### config.mk
export PLATFORM = sky130hd
export DESIGN_NAME = vblank_update_scheduler
export DESIGN_NICKNAME = d
export VERILOG_FILES = /design/src/rtl/pong_pkg.sv /design/src/rtl/rr_pick.sv /design/src/rtl/vblank_update_scheduler.sv
export SDC_FILE = /design/constraint.sdc
export NUM_CORES = 1
export LEC_CHECK = 0
export BUFFER_PORTS_ARGS = -buffer_cell sky130_fd_sc_hd__buf_2
export CORE_ASPECT_RATIO = 1.2
export CORE_UTILIZATION = 58
export DETAILED_ROUTE_END_ITERATION = 12
export PLACE_DENSITY = 0.84
export SLEW_MARGIN = 20
export SYNTH_ARGS = -nofsm -noshare
export SYNTH_HDL_FRONTEND = slang
export SYNTH_SLANG_ARGS = --single-unit
### constraint.sdc
create_clock -name clk -period 4.25 [get_ports clk]
set_clock_uncertainty 0.2 [all_clocks]
set_input_delay 0.85 -clock clk [delete_from_list [all_inputs] [get_ports clk]]
set_output_delay 0.85 -clock clk [all_outputs]
set_load 0.01 [all_outputs]
### src/rtl/pong_pkg.sv
// Shared constants and types for the pong game datapath.
// Holds the video timing limits and the vblank scheduler state encoding.
package pong_pkg;

  localparam logic [9:0] H_MAX    = 10'h320;
  localparam logic [9:0] V_MAX    = 10'h20D;
  localparam logic [9:0] V_ACTIVE = 10'd480;
  localparam logic [9:0] H_ACTIVE = 10'd640;

  typedef enum logic [1:0] {
    IDLE  = 2'd0,
    ARB   = 2'd1,
    GRANT = 2'd2
  } sched_state_t;

endpackage

### src/rtl/rr_pick.sv
// Combinational round-robin selector: returns the first set candidate at or
// after i_ptr, wrapping around, as a one-hot vector plus a valid flag.
module rr_pick #(
  parameter int N  = 4,
  parameter int PW = $clog2(N)
) (
  input  logic [N-1:0]  i_cand,
  input  logic [PW-1:0] i_ptr,
  output logic [N-1:0]  o_onehot,
  output logic          o_valid
);

  // Walk the indices in rotated order; the first hit wins.
  always_comb begin
    logic [PW-1:0] idx;
    logic          found;
    o_onehot = '0;
    found    = 1'b0;
    idx      = '0;
    for (int i = 0; i < N; i++) begin
      idx = PW'((int'(i_ptr) + i) % N);
      if (!found && i_cand[idx]) begin
        o_onehot[idx] = 1'b1;
        found         = 1'b1;
      end
    end
    o_valid = found;
  end

endmodule

### src/rtl/vblank_update_scheduler.sv
// Grants game-logic requesters exclusive access during vertical blanking,
// once per frame each, with round-robin priority rotating every frame.
module vblank_update_scheduler #(
  parameter int NUM_REQ  = 4,
  parameter int V_ACTIVE = int'(pong_pkg::V_ACTIVE),
  parameter int V_MAX    = int'(pong_pkg::V_MAX),
  parameter int TIMEOUT  = 1024
) (
  input  logic               clk,
  input  logic               reset_n,
  input  logic [9:0]         counter_x,
  input  logic [9:0]         counter_y,
  input  logic [NUM_REQ-1:0] req,
  input  logic [NUM_REQ-1:0] done,
  output logic [NUM_REQ-1:0] grant,
  output logic               update_window,
  output logic               frame_tick,
  output logic               busy,
  output logic [NUM_REQ-1:0] timeout_err,
  output logic               overrun
);

  localparam int PTR_W  = $clog2(NUM_REQ);
  localparam int HOLD_W = (TIMEOUT > 1) ? $clog2(TIMEOUT) : 1;
  localparam logic [HOLD_W-1:0] HOLD_LAST = HOLD_W'(TIMEOUT - 1);
  localparam logic [PTR_W-1:0]  PTR_LAST  = PTR_W'(NUM_REQ - 1);

  pong_pkg::sched_state_t r_state;

  logic [NUM_REQ-1:0] r_grant;
  logic [NUM_REQ-1:0] r_req;
  logic [NUM_REQ-1:0] r_served;
  logic [NUM_REQ-1:0] r_timeout_err;
  logic               r_window;
  logic               r_frame_tick;
  logic               r_busy;
  logic               r_overrun;
  logic [PTR_W-1:0]   r_rr_ptr;
  logic [HOLD_W-1:0]  r_hold;

  logic               w_open;
  logic               w_close;
  logic [NUM_REQ-1:0] w_cand;
  logic [NUM_REQ-1:0] w_pick;
  logic               w_pick_valid;
  logic               w_done_hit;
  logic               w_timeout;
  logic               w_release;

  assign w_open     = (counter_y == 10'(V_ACTIVE)) && (counter_x == 10'd0);
  assign w_close    = (counter_y == 10'(V_MAX)) && (counter_x == 10'd0);
  assign w_cand     = r_req & ~r_served;
  assign w_done_hit = |(done & r_grant);
  assign w_timeout  = (r_hold == HOLD_LAST) && !w_done_hit;
  assign w_release  = (r_state == pong_pkg::GRANT) && (w_done_hit || w_timeout);

  rr_pick #(
    .N (NUM_REQ)
  ) u_pick (
    .i_cand   (w_cand),
    .i_ptr    (r_rr_ptr),
    .o_onehot (w_pick),
    .o_valid  (w_pick_valid)
  );

  // Requests pass through a register so arbitration sees a stable mask.
  always_ff @(posedge clk or negedge reset_n) begin
    if (!reset_n) begin
      r_state       <= pong_pkg::IDLE;
      r_grant       <= '0;
      r_req         <= '0;
      r_served      <= '0;
      r_timeout_err <= '0;
      r_window      <= 1'b0;
      r_frame_tick  <= 1'b0;
      r_busy        <= 1'b0;
      r_overrun     <= 1'b0;
      r_rr_ptr      <= '0;
      r_hold        <= '0;
    end else begin
      r_req        <= req;
      r_frame_tick <= w_open && !r_window;

      if (w_open) begin
        r_window <= 1'b1;
      end else if (w_close) begin
        r_window <= 1'b0;
      end

      if (w_close && r_window && (r_state == pong_pkg::GRANT)) begin
        r_overrun <= 1'b1;
      end

      if (r_frame_tick) begin
        r_rr_ptr <= (r_rr_ptr == PTR_LAST) ? '0 : r_rr_ptr + 1'b1;
      end

      // A new frame wipes the served history even if a grant is still running.
      if (r_frame_tick) begin
        r_served <= '0;
      end else if (w_release) begin
        r_served <= r_served | r_grant;
      end

      if (w_release && w_timeout) begin
        r_timeout_err <= r_timeout_err | r_grant;
      end

      case (r_state)
        pong_pkg::IDLE: begin
          if (r_frame_tick) begin
            r_state <= pong_pkg::ARB;
          end
        end
        pong_pkg::ARB: begin
          if (!r_window) begin
            r_state <= pong_pkg::IDLE;
          end else if (w_pick_valid) begin
            r_grant <= w_pick;
            r_busy  <= 1'b1;
            r_hold  <= '0;
            r_state <= pong_pkg::GRANT;
          end
        end
        pong_pkg::GRANT: begin
          if (w_release) begin
            r_grant <= '0;
            r_busy  <= 1'b0;
            r_state <= r_window ? pong_pkg::ARB : pong_pkg::IDLE;
          end else begin
            r_hold <= r_hold + 1'b1;
          end
        end
        default: begin
          r_state <= pong_pkg::IDLE;
        end
      endcase
    end
  end

  assign grant         = r_grant;
  assign update_window = r_window;
  assign frame_tick    = r_frame_tick;
  assign busy          = r_busy;
  assign timeout_err   = r_timeout_err;
  assign overrun       = r_overrun;

endmodule

Yosys cells after proc, flatten, opt, wreduce, memory -nomap -nowiden:

Cells that the tools add are included.
W data, S select, Z words.

* bitwise operators: 8
* shift operators: 0
* multiply operators: 0
* eq/ne operators: 12
* reduce and logical (&&, ||, !) cells: 30
* div/mod/pow operators: 0
* magnitude comparators: 8
* add/subtract/negate cells: 5
* muxes and demuxes: 47

Operator list (number)
* $mux W4: 9
* $mux W10: 3
* $eq A10 B10 Y1 const B: 2
* $or A4 B4 Y4: 5
* $pmux W10 S2: 1
* $mux W1: 18
* $logic_and A1 B1 Y1: 15
* $lt A2 B3 Y1 const B: 4
* $add A10 B1 Y10 const B: 1
* $eq A10 B9 Y1 const B: 1
* $logic_not A10 Y1: 1
* $mux W2: 5
* $and A4 B4 Y4: 2
* $bmux W1 S2: 4
* $demux W1 S2: 4
* $ge A2 B1 Y1 const B: 4
* $ne A2 B2 Y1 const B: 4
* $pmux W4 S2: 1
* $reduce_and A4 Y1: 2
* $pmux W2 S3: 1
* $reduce_bool A2 Y1: 3
* $logic_not A1 Y1: 5
* $add A2 B1 Y2 const B: 2
* $add A2 B2 Y2 const B: 2
* 10 further kinds: 11

* word-level logic and storage cells: 121
* memories: 0
* register bits: 34
* output and inout port bits: 12
* memory bits (writable): 0
* bits in latches: 0
* memory bits (read-only): 0
* bits of input ports: 30

Depth between registers and ports, before layout:

Gate-level depths: netlist of the first run.

* depth after elaboration: 17
* depth in mapped cells: 8
* mapped depth without buffers: 7

By module:

From an unflattened synthesis of the first run, not the netlist that was laid out.

* cells, all modules: 213
* area, all modules: 2073.2 um2

By module, submodules not included
* vblank_update_scheduler: instances 1, area each 1579.0 um2, sequential area each 850.8 um2, cells an instance 151
* rr_pick: instances 1, area each 494.2 um2, sequential area each 0.0 um2, cells an instance 62

Worst setup path before layout of the first run:

Ideal clock, no wire load.

* kind: input to register
* start point: in done[0]
* end point: reg r_hold[2]
* data arrival time: 2.085 ns
* data required time: 3.924 ns
* buffers on the path: 0
* slack: 1.840 ns
* cell stages on the path: 5
* library setup time: 0.126 ns
* path through: a22o_1 -> a221oi_4 -> nand3_4 -> a21o_4 -> a221o_1

* cells in the longest elaborated chain, start to end: 8

RTL lines
* from (decl): line vblank_update_scheduler.sv:14 `input logic [NUM_REQ-1:0] done,`
* $and A4 B4 Y4 (*): line vblank_update_scheduler.sv:53 `assign w_done_hit = |(done & r_grant);`
* $reduce_or A4 Y1 (*): line vblank_update_scheduler.sv:53
* $logic_not A1 Y1: line vblank_update_scheduler.sv:54 `assign w_timeout = (r_hold == HOLD_LAST) && !w_done_hit;`
* $logic_and A1 B1 Y1: line vblank_update_scheduler.sv:54
* $logic_or A1 B1 Y1 (*): line vblank_update_scheduler.sv:55 `assign w_release = (r_state == pong_pkg::GRANT) && (w_done_hit || w_timeout);`
* $logic_and A1 B1 Y1 (*): line vblank_update_scheduler.sv:55
* $ne A2 B2 Y1 (no source line) (*)
* $reduce_and A4 Y1 (no source line) (*)
* to (signal assigned): line vblank_update_scheduler.sv:131 `r_hold <= r_hold + 1'b1;`
* to (decl): line vblank_update_scheduler.sv:39 `logic [HOLD_W-1:0] r_hold;`

Every way passes the cells marked *; elsewhere a longest branch is shown, timed or not.
A chain may end at the register's enable or synchronous reset.

Worst setup path in the final report of the first run:

* start point: reg r_rr_ptr[0]
* end point: reg r_grant[0], in the netlist grant[0]

* cells in the longest elaborated chain, start to end: 15
* elaborated cells on any way between the ends: 53
* those cells by class: add/sub: 3; order compare: 8; eq/ne: 1; mux: 27; bitwise: 3; reduce/logical: 11

RTL lines
* from (decl): line vblank_update_scheduler.sv:38 `logic [PTR_W-1:0] r_rr_ptr;`
* from (signal assigned): line vblank_update_scheduler.sv:95 `r_rr_ptr <= (r_rr_ptr == PTR_LAST) ? '0 : r_rr_ptr + 1'b1;`
* parallel branches: the longest is 15 deep, another holds $lt A2 B3 Y1
* to (signal assigned): line vblank_update_scheduler.sv:119 `r_grant <= w_pick;`
* to (decl): line vblank_update_scheduler.sv:30 `logic [NUM_REQ-1:0] r_grant;`

Parallel ways; which one is timed is not known. The select of a mux whose other input is x is not followed.

==> results of run 1 <==
cell type report:
class | instances | area [sq um]
Tap cell | 36 | 45.0
Clock inverter | 1 | 5.00
Sequential cell | 34 | 851
Timing Repair Buffer | 42 | 213
Multi-Input combinational cell | 158 | 1090
Fill cell | 243 | 867
Inverter | 4 | 15.0
Clock buffer | 7 | 55.1
state kept, by name, indices dropped and copies added (netlist names):
register,count
r_rr_ptr,2
overrun,1
busy,1
grant,4
r_req,4
update_window,1
r_hold,10
r_state,2
frame_tick,1
timeout_err,4
r_served,4
placed cells by master, fill, tap and decap left out, types with 2 or more instances in the layout:
| cell | netlist | final |
|---|---|---|
| sky130_fd_sc_hd__a21o_1 | 4 | 4 |
| sky130_fd_sc_hd__a21o_2 | 2 | 2 |
| sky130_fd_sc_hd__a21oi_1 | 13 | 13 |
| sky130_fd_sc_hd__a221oi_1 | 4 | 4 |
| sky130_fd_sc_hd__a31oi_1 | 6 | 6 |
| sky130_fd_sc_hd__buf_2 | 1 | 41 |
| sky130_fd_sc_hd__clkbuf_4 | 0 | 5 |
| sky130_fd_sc_hd__dfrtp_1 | 34 | 34 |
| sky130_fd_sc_hd__ha_1 | 9 | 9 |
| sky130_fd_sc_hd__inv_1 | 3 | 3 |
| sky130_fd_sc_hd__mux2i_1 | 2 | 2 |
| sky130_fd_sc_hd__mux4_2 | 3 | 3 |
| sky130_fd_sc_hd__nand2_1 | 15 | 15 |
| sky130_fd_sc_hd__nand2b_1 | 4 | 4 |
| sky130_fd_sc_hd__nand3_1 | 17 | 17 |
| sky130_fd_sc_hd__nand4_1 | 4 | 4 |
| sky130_fd_sc_hd__nor2_1 | 19 | 19 |
| sky130_fd_sc_hd__nor2b_1 | 8 | 8 |
| sky130_fd_sc_hd__nor3_1 | 4 | 4 |
| sky130_fd_sc_hd__nor4_1 | 4 | 4 |
| sky130_fd_sc_hd__nor4bb_1 | 2 | 2 |
| sky130_fd_sc_hd__o211ai_1 | 2 | 2 |
| sky130_fd_sc_hd__o21ai_0 | 10 | 10 |
| sky130_fd_sc_hd__o22a_2 | 2 | 2 |
| sky130_fd_sc_hd__or3_1 | 2 | 2 |
how the worst min path moves through the flow:
stage	start	endpoint	slack, ns	cells past startpoint
4_1_cts	timeout_err[1]$_DFFE_PN0P_	timeout_err[1]$_DFFE_PN0P_	0.26	1
3_5_place_dp	timeout_err[1]$_DFFE_PN0P_	timeout_err[1]$_DFFE_PN0P_	0.24	1
2_1_floorplan	r_hold[8]$_DFFE_PN0P_	r_hold[8]$_DFFE_PN0P_	0.26	1
6_report	timeout_err[1]$_DFFE_PN0P_	timeout_err[1]$_DFFE_PN0P_	0.27	1
5_1_grt	timeout_err[1]$_DFFE_PN0P_	timeout_err[1]$_DFFE_PN0P_	0.28	1
3_3_place_gp	timeout_err[1]$_DFFE_PN0P_	timeout_err[1]$_DFFE_PN0P_	0.23	1
per-layer routing:
| layer | wire length, microns | vias up |
|---|---|---|
| met5 | 0 | - |
| met4 | 33 | 0 |
| met3 | 247 | 4 |
| met2 | 2130 | 60 |
| met1 | 1770 | 840 |
| li1 | - | 841 |
critical path: stages (launching register included):
cell and delay (ns):
sky130_fd_sc_hd__dfrtp_1 0.62, sky130_fd_sc_hd__inv_1 0.23, sky130_fd_sc_hd__ha_1 0.48, sky130_fd_sc_hd__nand2_1 0.08
sky130_fd_sc_hd__or4_1 0.44, sky130_fd_sc_hd__a21oi_1 0.19, sky130_fd_sc_hd__a221oi_1 0.08, sky130_fd_sc_hd__a41oi_1 0.19
synth_stat cells, types with 6 or more instances:
| cell type | n |
|---|---|
| sky130_fd_sc_hd__o21ai_0 | 10 |
| sky130_fd_sc_hd__ha_1 | 9 |
| sky130_fd_sc_hd__a21oi_1 | 13 |
| sky130_fd_sc_hd__nor2b_1 | 8 |
| sky130_fd_sc_hd__dfrtp_1 | 34 |
| sky130_fd_sc_hd__nand2_1 | 15 |
| sky130_fd_sc_hd__nor2_1 | 19 |
| sky130_fd_sc_hd__nand3_1 | 17 |
| sky130_fd_sc_hd__a31oi_1 | 6 |
power by group through the flow:
stage / clock, W / sequential [W] / combinational, W
CTS: 0.000188 / 0.000326 / 0.0000381
detailed placement: 0 / 0.000332 / 0.0000379
global placement: 0 / 0.000332 / 0.0000373
floorplan: 0 / 0.000332 / 0.0000147
finish: 0.000182 / 0.000326 / 0.0000378
global route: 0.000199 / 0.000326 / 0.0000421
through the flow:
| step | worst slack (ns) | std cells | utilization, % | cell area (sq um) |
|---|---|---|---|---|
| finish | 1.65 | 282 | 72.4 | 2270 |
| global route | 1.50 | 282 | 72.4 | 2270 |
| CTS | 1.69 | 282 | 72.4 | 2270 |
| detailed placement | 1.64 | 274 | 70.5 | 2210 |
| global placement | 1.66 | 274 | 70.5 | 2210 |
| floorplan | 1.84 | 200 | - | 1970 |
cell families after synthesis:
logic type	share of synthesized area, %
and+or+nand+nor	24.6
AOI/OAI and AO/OA	20.4
DFF	43.1
adders and majority gates	5.71
buffers and inverters	1.78
muxes	4.44
==> run_results.csv, run 1 <==
group,metric,value,unit
outcome,outcome,"finished, final reports clean",
timing,rsz0062_at_grt,"no",
die,placeableCoreArea,3140,sq um
worst_setup_path,timing.setup.critical_path_class,"reg2reg",
logic_synthesis,synth_nets,239,
route,via_per_inst,6.19,
route,detailroute.via_count,1745,
finish,layout.nets,284,
route,drt_wl_total,4190,microns
timing,timing.hold.ws,0.265,ns
timing,slew-limit-headroom,51.2,%
power_and_ir_drop,sw_frac_of_total,22.8,%
finish,antennaDiodeCount,0,
clock_network,clock_tree_sinks,34,
die,die-area,3640,sq um
clock_network,post_cts.resized_instances,0,
route,drt_pre_antenna_iters,4,
route,antenna_violating_nets_post_route,0,
timing,post-route-min-period,2.60,ns
logic_synthesis,yosysUniqueCellTypes,49,
worst_setup_path,worstPathArrival,2.64,ns
worst_setup_path,setup.worst_path.end_class,"register",
route,detail_route.iter0.violations,57,
die,horizontal_die_dimension,55.2,microns
route,route.detailed.wl_per_inst,14.8,microns
run,max_cap_violations,0,
die,core.rowCount,22,
power_and_ir_drop,worst_ir_drop_vdd,0.227,mV
grt,wire_length_of_the_first_global_routing_pass,7190,microns
placed_design,finalWeightedCongestion,0.855,
logic_synthesis,ys_dominant_reg_cell,"sky130_fd_sc_hd__dfrtp_1",
grt,globalRoute.totalOverflow,0,
clock_network,holdBufCountCts,0,
power_and_ir_drop,power-per-cell-area,240,nW/um^2
finish,synthToLayoutAreaGrowth,15.1,%
logic_synthesis,synthTopCellsByArea,"sky130_fd_sc_hd__dfrtp_1, sky130_fd_sc_hd__ha_1, sky130_fd_sc_hd__nand3_1, sky130_fd_sc_hd__nor2_1, sky130_fd_sc_hd__mux4_2",
timing,timing_worst_slew_pin_value,0.732,ns
power_and_ir_drop,total_power,0.000546,W
logic_synthesis,synth_enable_flop_cells,0,
timing,share_of_the_clock_period_used_by_the_worst_path_after_layout,61.2,%
grt,grt_busiest_layer,"met2",
power_and_ir_drop,power.sequential.fraction,59.7,%
grt,globalRouteMet2Util,44.6,%
finish,layout_cell_share_with_drive_strength_beyond_1,26.8,%
die,initial_util,62.9,%
logic_synthesis,synth_warnings,0,
grt,number_of_global_route_vias_before_repair,1637,
timing,max_freq,385,MHz
logic_synthesis,yosysTopAreaCell,"sky130_fd_sc_hd__dfrtp_1",
power_and_ir_drop,power.combinational.fraction,6.9,%
worst_setup_path,crit_end,"grant[0]$_DFFE_PN0P_",
clock_network,tritoncts.num_buffers,5,
worst_setup_path,critical_r2r_capture,"grant[0]$_DFFE_PN0P_",
worst_setup_path,setup.worst_path.start_class,"register",
worst_setup_path,r2r_setup_slack,1.65,ns
clock_network,clock_tree.htree_level_count,2,
logic_synthesis,synth-async-reset-ratio,100,%
logic_synthesis,syn-instance-count,200,
worst_setup_path,worstPathMaxFanout,13,
logic_synthesis,netlist.area_leader.share,43.1,%
placed_design,dp_hpwl,3130,microns
clock_network,cts_tree,"built",
timing,final_hold_viol_count,0,
clock_network,cts_setup_buffers,0,
grt,global_route.usage.met3,6.07,%
worst_setup_path,worstSetupStartpoint,"r_rr_ptr[0]$_DFFE_PN0P_",
hold_path,min_path_type,"reg2reg",
clock_network,cts_buffer_depth,2,
clock_network,clkTransAtPathRegs,0.10,ns
power_and_ir_drop,p_int,0.000422,W
worst_setup_path,critical_path.reg2reg.startpoint,"r_rr_ptr[0]$_DFFE_PN0P_",
power_and_ir_drop,pwr-share-clk,33.4,%
die,chipHeight,65.9,microns
worst_setup_path,required,4.29,ns
grt,met1_resource_use_gr,30.9,%
die,io_pins,42,
worst_setup_path,ff2ff_path_depth,7,
power_and_ir_drop,leakagePower,1.07,nW
clock_network,root_buffer,"sky130_fd_sc_hd__clkbuf_4",
logic_synthesis,seq_area_frac_synth,43.1,%
placed_design,port-buffer-count,41,
logic_synthesis,ys_ff_latch,34,
grt,antenna_violations_before_repair,0,
timing,final-max-slew-violation-count,0,
timing,finalSetupViolCount,0,
route,drt_drc_violations_left,0,
logic_synthesis,post_synth.cell_area_avg,9.87,sq um
logic_synthesis,netlist_area,1970,sq um
grt,grt_use_total,25.2,%
clock_network,worstSkewPairLatency,0.33,ns
timing,timing.setup.tns,0,ns
grt,largest_net_degree_at_the_start_of_global_routing,35,
power_and_ir_drop,p_sw,0.000124,W
Power figures use the tool's default switching activity.
==> inputs of run 2 (changes only) <==
Settings changed: CORE_UTILIZATION 58 to 54, PLACE_DENSITY 0.84 to 0.79.
Clock period 4.25 ns to 2.7 ns, I/O delays scaled along.
==> run_results.csv, run 2 (synthesized netlist as in run 1, its figures left out) <==
group,metric,value,unit
timing,final_hold_viol_count,0,
power_and_ir_drop,power-per-cell-area,414,nW/um^2
placed_design,port-buffer-count,41,
clock_network,post_cts.resized_instances,0,
worst_setup_path,setup.worst_path.end_class,"register",
die,horizontal_die_dimension,57.2,microns
timing,timing.setup.tns,0,ns
timing,share_of_the_clock_period_used_by_the_worst_path_after_layout,83.9,%
finish,commonest_non_fill_non_tap_cell_in_the_layout,"sky130_fd_sc_hd__buf_2",
finish,largest_reg_flops,10,
run,max_cap_violations,0,
finish,registers.top_by_ff_count,"r_hold",
die,chipHeight,68.2,microns
route,detailroute.via_count,1726,
route,detail_route.iter0.violations,87,
clock_network,clock_tree_sinks,34,
route,drt_pre_antenna_iters,8,
finish,layout_cell_share_with_drive_strength_beyond_1,28.4,%
power_and_ir_drop,worst_ir_drop_vdd,0.380,mV
die,placeableCoreArea,3420,sq um
clock_network,cts_buffer_depth,2,
die,die-area,3900,sq um
die,initial_util,57.6,%
timing,final-max-slew-violation-count,0,
clock_network,worstSkewPairLatency,0.29,ns
clock_network,holdBufCountCts,0,
placed_design,finalWeightedCongestion,1.01,
power_and_ir_drop,leakagePower,1.10,nW
worst_setup_path,r2r_setup_slack,0.44,ns
worst_setup_path,setup.worst_path.start_class,"register",
die,io_pins,42,
clock_network,clkTransAtPathRegs,0.07,ns
route,drt_wl_total,4470,microns
worst_setup_path,cp_top_family,"flip-flops",
clock_network,root_buffer,"sky130_fd_sc_hd__clkbuf_8",
timing,post-route-min-period,2.26,ns
worst_setup_path,timing.critical_path.buf_inv,1,
worst_setup_path,critical_path.slowest_cell,"sky130_fd_sc_hd__dfrtp_1",
worst_setup_path,crit_chain,"inv_1 -> ha_1 -> mux4_2 -> nor2_2 -> a221oi_1 -> a41oi_1",
outcome,outcome,"finished, violations left",
hold_path,min_path_type,"in2async",
grt,number_of_global_route_vias_before_repair,1493,
finish,finish.cell_count_without_fillers,287,
placed_design,cell_total_after_placement,279,
route,antenna_violating_nets_post_route,0,
route,drt_drc_violations_left,2,
worst_setup_path,critical_path.reg2reg.startpoint,"r_rr_ptr[1]$_DFFE_PN0P_",
finish,synthToLayoutAreaGrowth,18.5,%
worst_setup_path,worstPathArrival,2.27,ns
route,route.detailed.wl_per_inst,15.6,microns
grt,antenna_violations_before_repair,0,
worst_setup_path,ff2ff_path_depth,6,
placed_design,dp_hpwl,3380,microns
timing,rsz0062_at_grt,"no",
finish,layout_common_cells,"sky130_fd_sc_hd__buf_2, sky130_fd_sc_hd__dfrtp_1, sky130_fd_sc_hd__nor2_1, sky130_fd_sc_hd__nand3_1, sky130_fd_sc_hd__nand2_1",
worst_setup_path,worstPathMaxFanout,8,
clock_network,cts_setup_buffers,0,
clock_network,tritoncts.num_buffers,5,
grt,wire_length_of_the_first_global_routing_pass,7250,microns
timing,slew-limit-headroom,50.2,%
worst_setup_path,crit_end,"grant[0]$_DFFE_PN0P_",
worst_setup_path,required,2.71,ns
grt,largest_net_degree_at_the_start_of_global_routing,35,
timing,max_freq,442,MHz
grt,grt_use_total,25.4,%
grt,globalRoute.totalOverflow,0,
die,core.rowCount,23,
worst_setup_path,timing.critical_path.slowest_cell_delay,0.45,ns
worst_setup_path,critical_r2r_capture,"grant[0]$_DFFE_PN0P_",
finish,layout.nets,288,
timing,timing_worst_slew_pin_value,0.747,ns
clock_network,cts_tree,"built",
finish,fillCellCount,271,
timing,finalSetupViolCount,0,
worst_setup_path,timing.setup.critical_path_class,"reg2reg",
outcome,violations_in_the_final_reports,"DRC",
worst_setup_path,worstSetupStartpoint,"r_rr_ptr[1]$_DFFE_PN0P_",
worst_setup_path,cp.depth,6,
finish,antennaDiodeCount,0,
clock_network,clock_tree.htree_level_count,2,
route,via_per_inst,6.01,
==> run 2: cell count changes in the layout (fill, tap and decap cells not counted), sizes merged <==
cell | previous run | this run
clkbuf | 7 | 6
buf | 42 | 46
clkinvlp | 0 | 1
==> run 2: stage by stage <==
step | cell area, sq um | util, % | total power [W] | hold slack (ns) | setup WS (ns)
final | 2340 | 68.2 | 0.000967 | 0.106 | 0.435
after global routing | 2340 | 68.2 | 0.00100 | 0.144 | 0.264
after CTS | 2340 | 68.2 | 0.000979 | 0.130 | 0.471
after floorplan | 1970 | - | 0.000546 | 0.0444 | 0.527
after global placement | 2240 | 65.5 | 0.000582 | 0.235 | 0.412
after detailed placement | 2240 | 65.5 | 0.000583 | 0.243 | 0.400
==> run 2: worst min-delay path by stage <==
| stage | endpoint | slack, ns | depth (start not counted) |
|---|---|---|---|
| after floorplan | busy$_DFFE_PN0P_ | 0.04 | 0 |
| after global placement | timeout_err[2]$_DFFE_PN0P_ | 0.23 | 1 |
| after detailed placement | timeout_err[3]$_DFFE_PN0P_ | 0.24 | 1 |
| after CTS | r_rr_ptr[0]$_DFFE_PN0P_ | 0.13 | 1 |
| after global routing | r_req[3]$_DFF_PN0_ | 0.14 | 1 |
| final | r_rr_ptr[0]$_DFFE_PN0P_ | 0.11 | 1 |
==> run 2: where the power goes <==
group / leakage (nW) / switching [W] / internal [W]
Sequential: 0.456 / 0.00000126 / 0.000512
Combinational: 0.601 / 0.0000339 / 0.0000256
Clock: 0.0472 / 0.000189 / 0.000205
Total: 1.10 / 0.000225 / 0.000743
==> run 2: area by class of cell <==
type / instances / area (sq um) / share of cell area, %
clock buffer: 6 / 82.6 / 3.53
clock inverter: 2 / 12.5 / 0.535
inverter: 4 / 15.0 / 0.642
multi-input combinational: 158 / 1090 / 46.5
sequential: 34 / 851 / 36.4
tap: 37 / 46.3 / 1.98
timing repair buffer: 46 / 243 / 10.4
==> run 2: routing by layer <==
layer	track usage [%]	share of wire [%]	up-vias
li1	-	-	844
met1	32.2	43	820
met2	41.0	51	54
met3	5.48	4.2	8
met4	13.4	1.6	0
met5	0	0	-
==> inputs of run 3 (changes only) <==
Settings changed: ABC_AREA set to 1, CORE_UTILIZATION 54 to 49, PLACE_DENSITY 0.79 to 0.75.
Clock period 2.7 ns to 1.8 ns, I/O delays scaled along.
==> run_results.csv, run 3 <==
group,metric,value,unit
outcome,violations_in_the_final_reports,"setup timing",
worst_setup_path,critical_path.slowest_cell,"sky130_fd_sc_hd__dfrtp_2",
finish,commonest_non_fill_non_tap_cell_in_the_layout,"sky130_fd_sc_hd__nand2_1",
clock_network,clock_tree.htree_level_count,2,
finish,final_core_util,72.2,%
power_and_ir_drop,pwr-share-clk,24.1,%
die,die-area,4520,sq um
power_and_ir_drop,leakagePower,1.51,nW
finish,final_cell_area,2890,sq um
grt,antenna_violations_before_repair,0,
power_and_ir_drop,sw_frac_of_total,35.3,%
logic_synthesis,synth-async-reset-ratio,100,%
finish,area.sequential,853,sq um
logic_synthesis,seq_area_frac_synth,40.8,%
timing,timing.setup.tns,-0.431,ns
power_and_ir_drop,power.sequential.fraction,37.8,%
finish,antennaDiodeCount,0,
power_and_ir_drop,power-per-cell-area,835,nW/um^2
clock_network,cts_tree,"built",
worst_setup_path,required,1.78,ns
grt,grt_use_total,26.6,%
logic_synthesis,post_synth.cell_area_avg,7.72,sq um
worst_setup_path,timing.setup.critical_path_class,"reg2reg",
timing,rsz0062_at_grt,"yes",
logic_synthesis,netlist.area_leader.share,40.8,%
route,drt_wl_total,5290,microns
die,core.rowCount,25,
logic_synthesis,synth_common_cells,"sky130_fd_sc_hd__nand2_1, sky130_fd_sc_hd__nand3_1, sky130_fd_sc_hd__dfrtp_1, sky130_fd_sc_hd__nor2_1, sky130_fd_sc_hd__inv_1",
timing,final-max-slew-violation-count,0,
die,initial_util,52.0,%
finish,layout_common_cells,"sky130_fd_sc_hd__nand2_1, sky130_fd_sc_hd__buf_2, sky130_fd_sc_hd__nand3_1, sky130_fd_sc_hd__buf_4, sky130_fd_sc_hd__dfrtp_1",
route,via_per_inst,5.07,
timing,slew-limit-headroom,62.8,%
timing,layout_setup_ws,-0.0879,ns
route,antenna_violating_nets_post_route,0,
logic_synthesis,syn-instance-count,270,
outcome,outcome,"finished, violations left",
grt,largest_net_degree_at_the_start_of_global_routing,26,
placed_design,placement.cell_area,2610,sq um
clock_network,worstSkewPairLatency,0.29,ns
grt,globalRoute.totalOverflow,0,
timing,finalSetupViolCount,11,
clock_network,cts_buffer_depth,2,
die,placeableCoreArea,4000,sq um
timing,timing_worst_slew_pin_value,0.559,ns
placed_design,port-buffer-count,41,
worst_setup_path,timing.critical_path.slowest_cell_delay,0.43,ns
logic_synthesis,synthMostInstantiatedCell,"sky130_fd_sc_hd__nand2_1",
worst_setup_path,setup.worst_path.start_class,"register",
route,drt_pre_antenna_iters,4,
finish,fillCellCount,344,
grt,number_of_global_route_vias_before_repair,2094,
route,detailroute.via_count,2105,
power_and_ir_drop,p_int,0.00156,W
power_and_ir_drop,p_sw,0.000852,W
logic_synthesis,yosysUniqueCellTypes,35,
timing,share_of_the_clock_period_used_by_the_worst_path_after_layout,105,%
logic_synthesis,synthTopCellsByArea,"sky130_fd_sc_hd__dfrtp_1, sky130_fd_sc_hd__nand2_1, sky130_fd_sc_hd__nand3_1, sky130_fd_sc_hd__nor2_1, sky130_fd_sc_hd__ha_1",
timing,post-route-min-period,1.89,ns
finish,layout_cell_share_with_drive_strength_beyond_1,34.1,%
placed_design,finalWeightedCongestion,0.943,
route,route.detailed.wl_per_inst,12.7,microns
worst_setup_path,worstPathArrival,1.87,ns
logic_synthesis,yosysTopAreaCell,"sky130_fd_sc_hd__dfrtp_1",
worst_setup_path,cp_common_cell,"sky130_fd_sc_hd__nand2_1",
logic_synthesis,netlist_area,2080,sq um
clock_network,root_buffer,"sky130_fd_sc_hd__clkbuf_8",
finish,layout.nets,399,
finish,largest_reg_flops,10,
clock_network,tritoncts.num_buffers,5,
logic_synthesis,ys_dominant_reg_cell,"sky130_fd_sc_hd__dfrtp_1",
logic_synthesis,synth_enable_flop_cells,0,
power_and_ir_drop,power.combinational.fraction,38.1,%
logic_synthesis,synth_warnings,0,
die,horizontal_die_dimension,61.5,microns
worst_setup_path,setup.worst_path.end_class,"register",
worst_setup_path,worstPathMaxFanout,6,
logic_synthesis,ys_ff_latch,34,
route,detail_route.iter0.violations,102,
power_and_ir_drop,worst_ir_drop_vdd,0.720,mV
clock_network,clock_tree_sinks,34,
worst_setup_path,crit_chain,"buf_4 -> nand3_1 -> nand2_1 -> nand2_1 -> nand2_2 -> nor2_8 -> nand3_4 -> buf_4 -> nand3b_1 -> nand2_1",
hold_path,min_path_type,"in2reg",
run,max_cap_violations,0,
clock_network,clkTransAtPathRegs,0.06,ns
finish,registers.top_by_ff_count,"r_hold",
timing,max_freq,530,MHz
timing,final_hold_viol_count,0,
placed_design,dp_hpwl,3860,microns
finish,synthToLayoutAreaGrowth,38.7,%
hold_path,hold_path_depth,4,
die,chipHeight,73.4,microns
logic_synthesis,synth_nets,309,
worst_setup_path,ff2ff_path_depth,10,
route,drt_drc_violations_left,0,
finish,multiInputGateArea,1190,sq um
die,io_pins,42,
grt,wire_length_of_the_first_global_routing_pass,8670,microns
## run 3: cell types whose count changed in the layout (fill, tap and decap cells not counted), sizes merged, moves of 6 or more
| cell | before | now |
|---|---|---|
| nor2b | 8 | 0 |
| nor2 | 20 | 35 |
| nand3 | 18 | 48 |
| a31oi | 6 | 0 |
| a21o | 7 | 0 |
| nand2 | 15 | 73 |
| inv | 4 | 28 |
| buf | 46 | 82 |
| a21oi | 13 | 6 |
## run 3: path summary, 6_finish.rpt
path	from	to	slack, ns
setup / recovery	r_rr_ptr[0]$_DFFE_PN0P_	r_hold[1]$_DFFE_PN0P_	-0.09
min in group asynchronous	reset_n	timeout_err[2]$_DFFE_PN0P_	0.39
setup reg to reg	r_rr_ptr[0]$_DFFE_PN0P_	r_hold[1]$_DFFE_PN0P_	-0.09
max in group asynchronous	reset_n	r_hold[3]$_DFFE_PN0P_	0.45
hold reg to reg	overrun$_DFFE_PN0P_	overrun$_DFFE_PN0P_	0.27
hold / removal	counter_y[4]	frame_tick$_DFF_PN0_	0.15
## run 3: repair_timing
item                                    in CTS  in global routing
endpoints found under the hold margin       28                  0
endpoints found under the setup margin      23                 25
gates resized for setup                      5                 14
pin swaps                                    2                  3
buffers inserted                             3                  4
hold buffers                                 5                  0
## run 3: routing by layer
layer / GRT usage (%) / vias to the layer above / part of all wire (%)
met2: 48.1 / 37 / 55
met1: 28.1 / 1000 / 40
met4: 11.1 / 0 / 2.6
met3: 7.04 / 15 / 2.4
li1: - / 1053 / -
met5: 0 / - / 0
## run 3: cells by family after synthesis
logic type / Yosys count / share of synthesized area [%]
simple gates: 170 / 39.1
compound gates: 19 / 6.01
xor+xnor: 5 / 2.10
fa+ha+maj: 9 / 5.41
buf+inv: 33 / 6.55
flops: 34 / 40.8
## run 3: worst max-delay path: cells and delay by family, from the launching register on
family	cells	cell delay (ns)
and+or+nand+nor	8	0.82
DFF	1	0.43
buffers and inverters	2	0.32
## run 3: final cells by class
type | count | share of cell area (%)
Timing Repair Buffer | 87 | 19.9
Multi-Input combinational cell | 203 | 41.2
Inverter | 29 | 3.94
Clock buffer | 7 | 2.99
Sequential cell | 34 | 29.5
Clock inverter | 1 | 0.173
Tap cell | 54 | 2.34
## run 3: per-stage QoR
stage                     setup WS [ns]  cells  total power (W)  hold slack, ns
after floorplan                 -0.0273    270          0.00139          -0.136
after global placement          -0.0846    395          0.00170           0.175
after detailed placement        -0.0991    395          0.00172           0.171
after CTS                       -0.0372    411          0.00234           0.145
after global routing             -0.190    415          0.00256           0.155
final                           -0.0879    415          0.00241           0.152
## run 3: power groups by stage
stage | logic (W) | clock network [W] | registers, W
final | 0.000919 | 0.000582 | 0.000911
after global routing | 0.00100 | 0.000638 | 0.000920
after CTS | 0.000842 | 0.000593 | 0.000906
after detailed placement | 0.000797 | 0 | 0.000920
after global placement | 0.000785 | 0 | 0.000913
after floorplan | 0.000428 | 0 | 0.000958
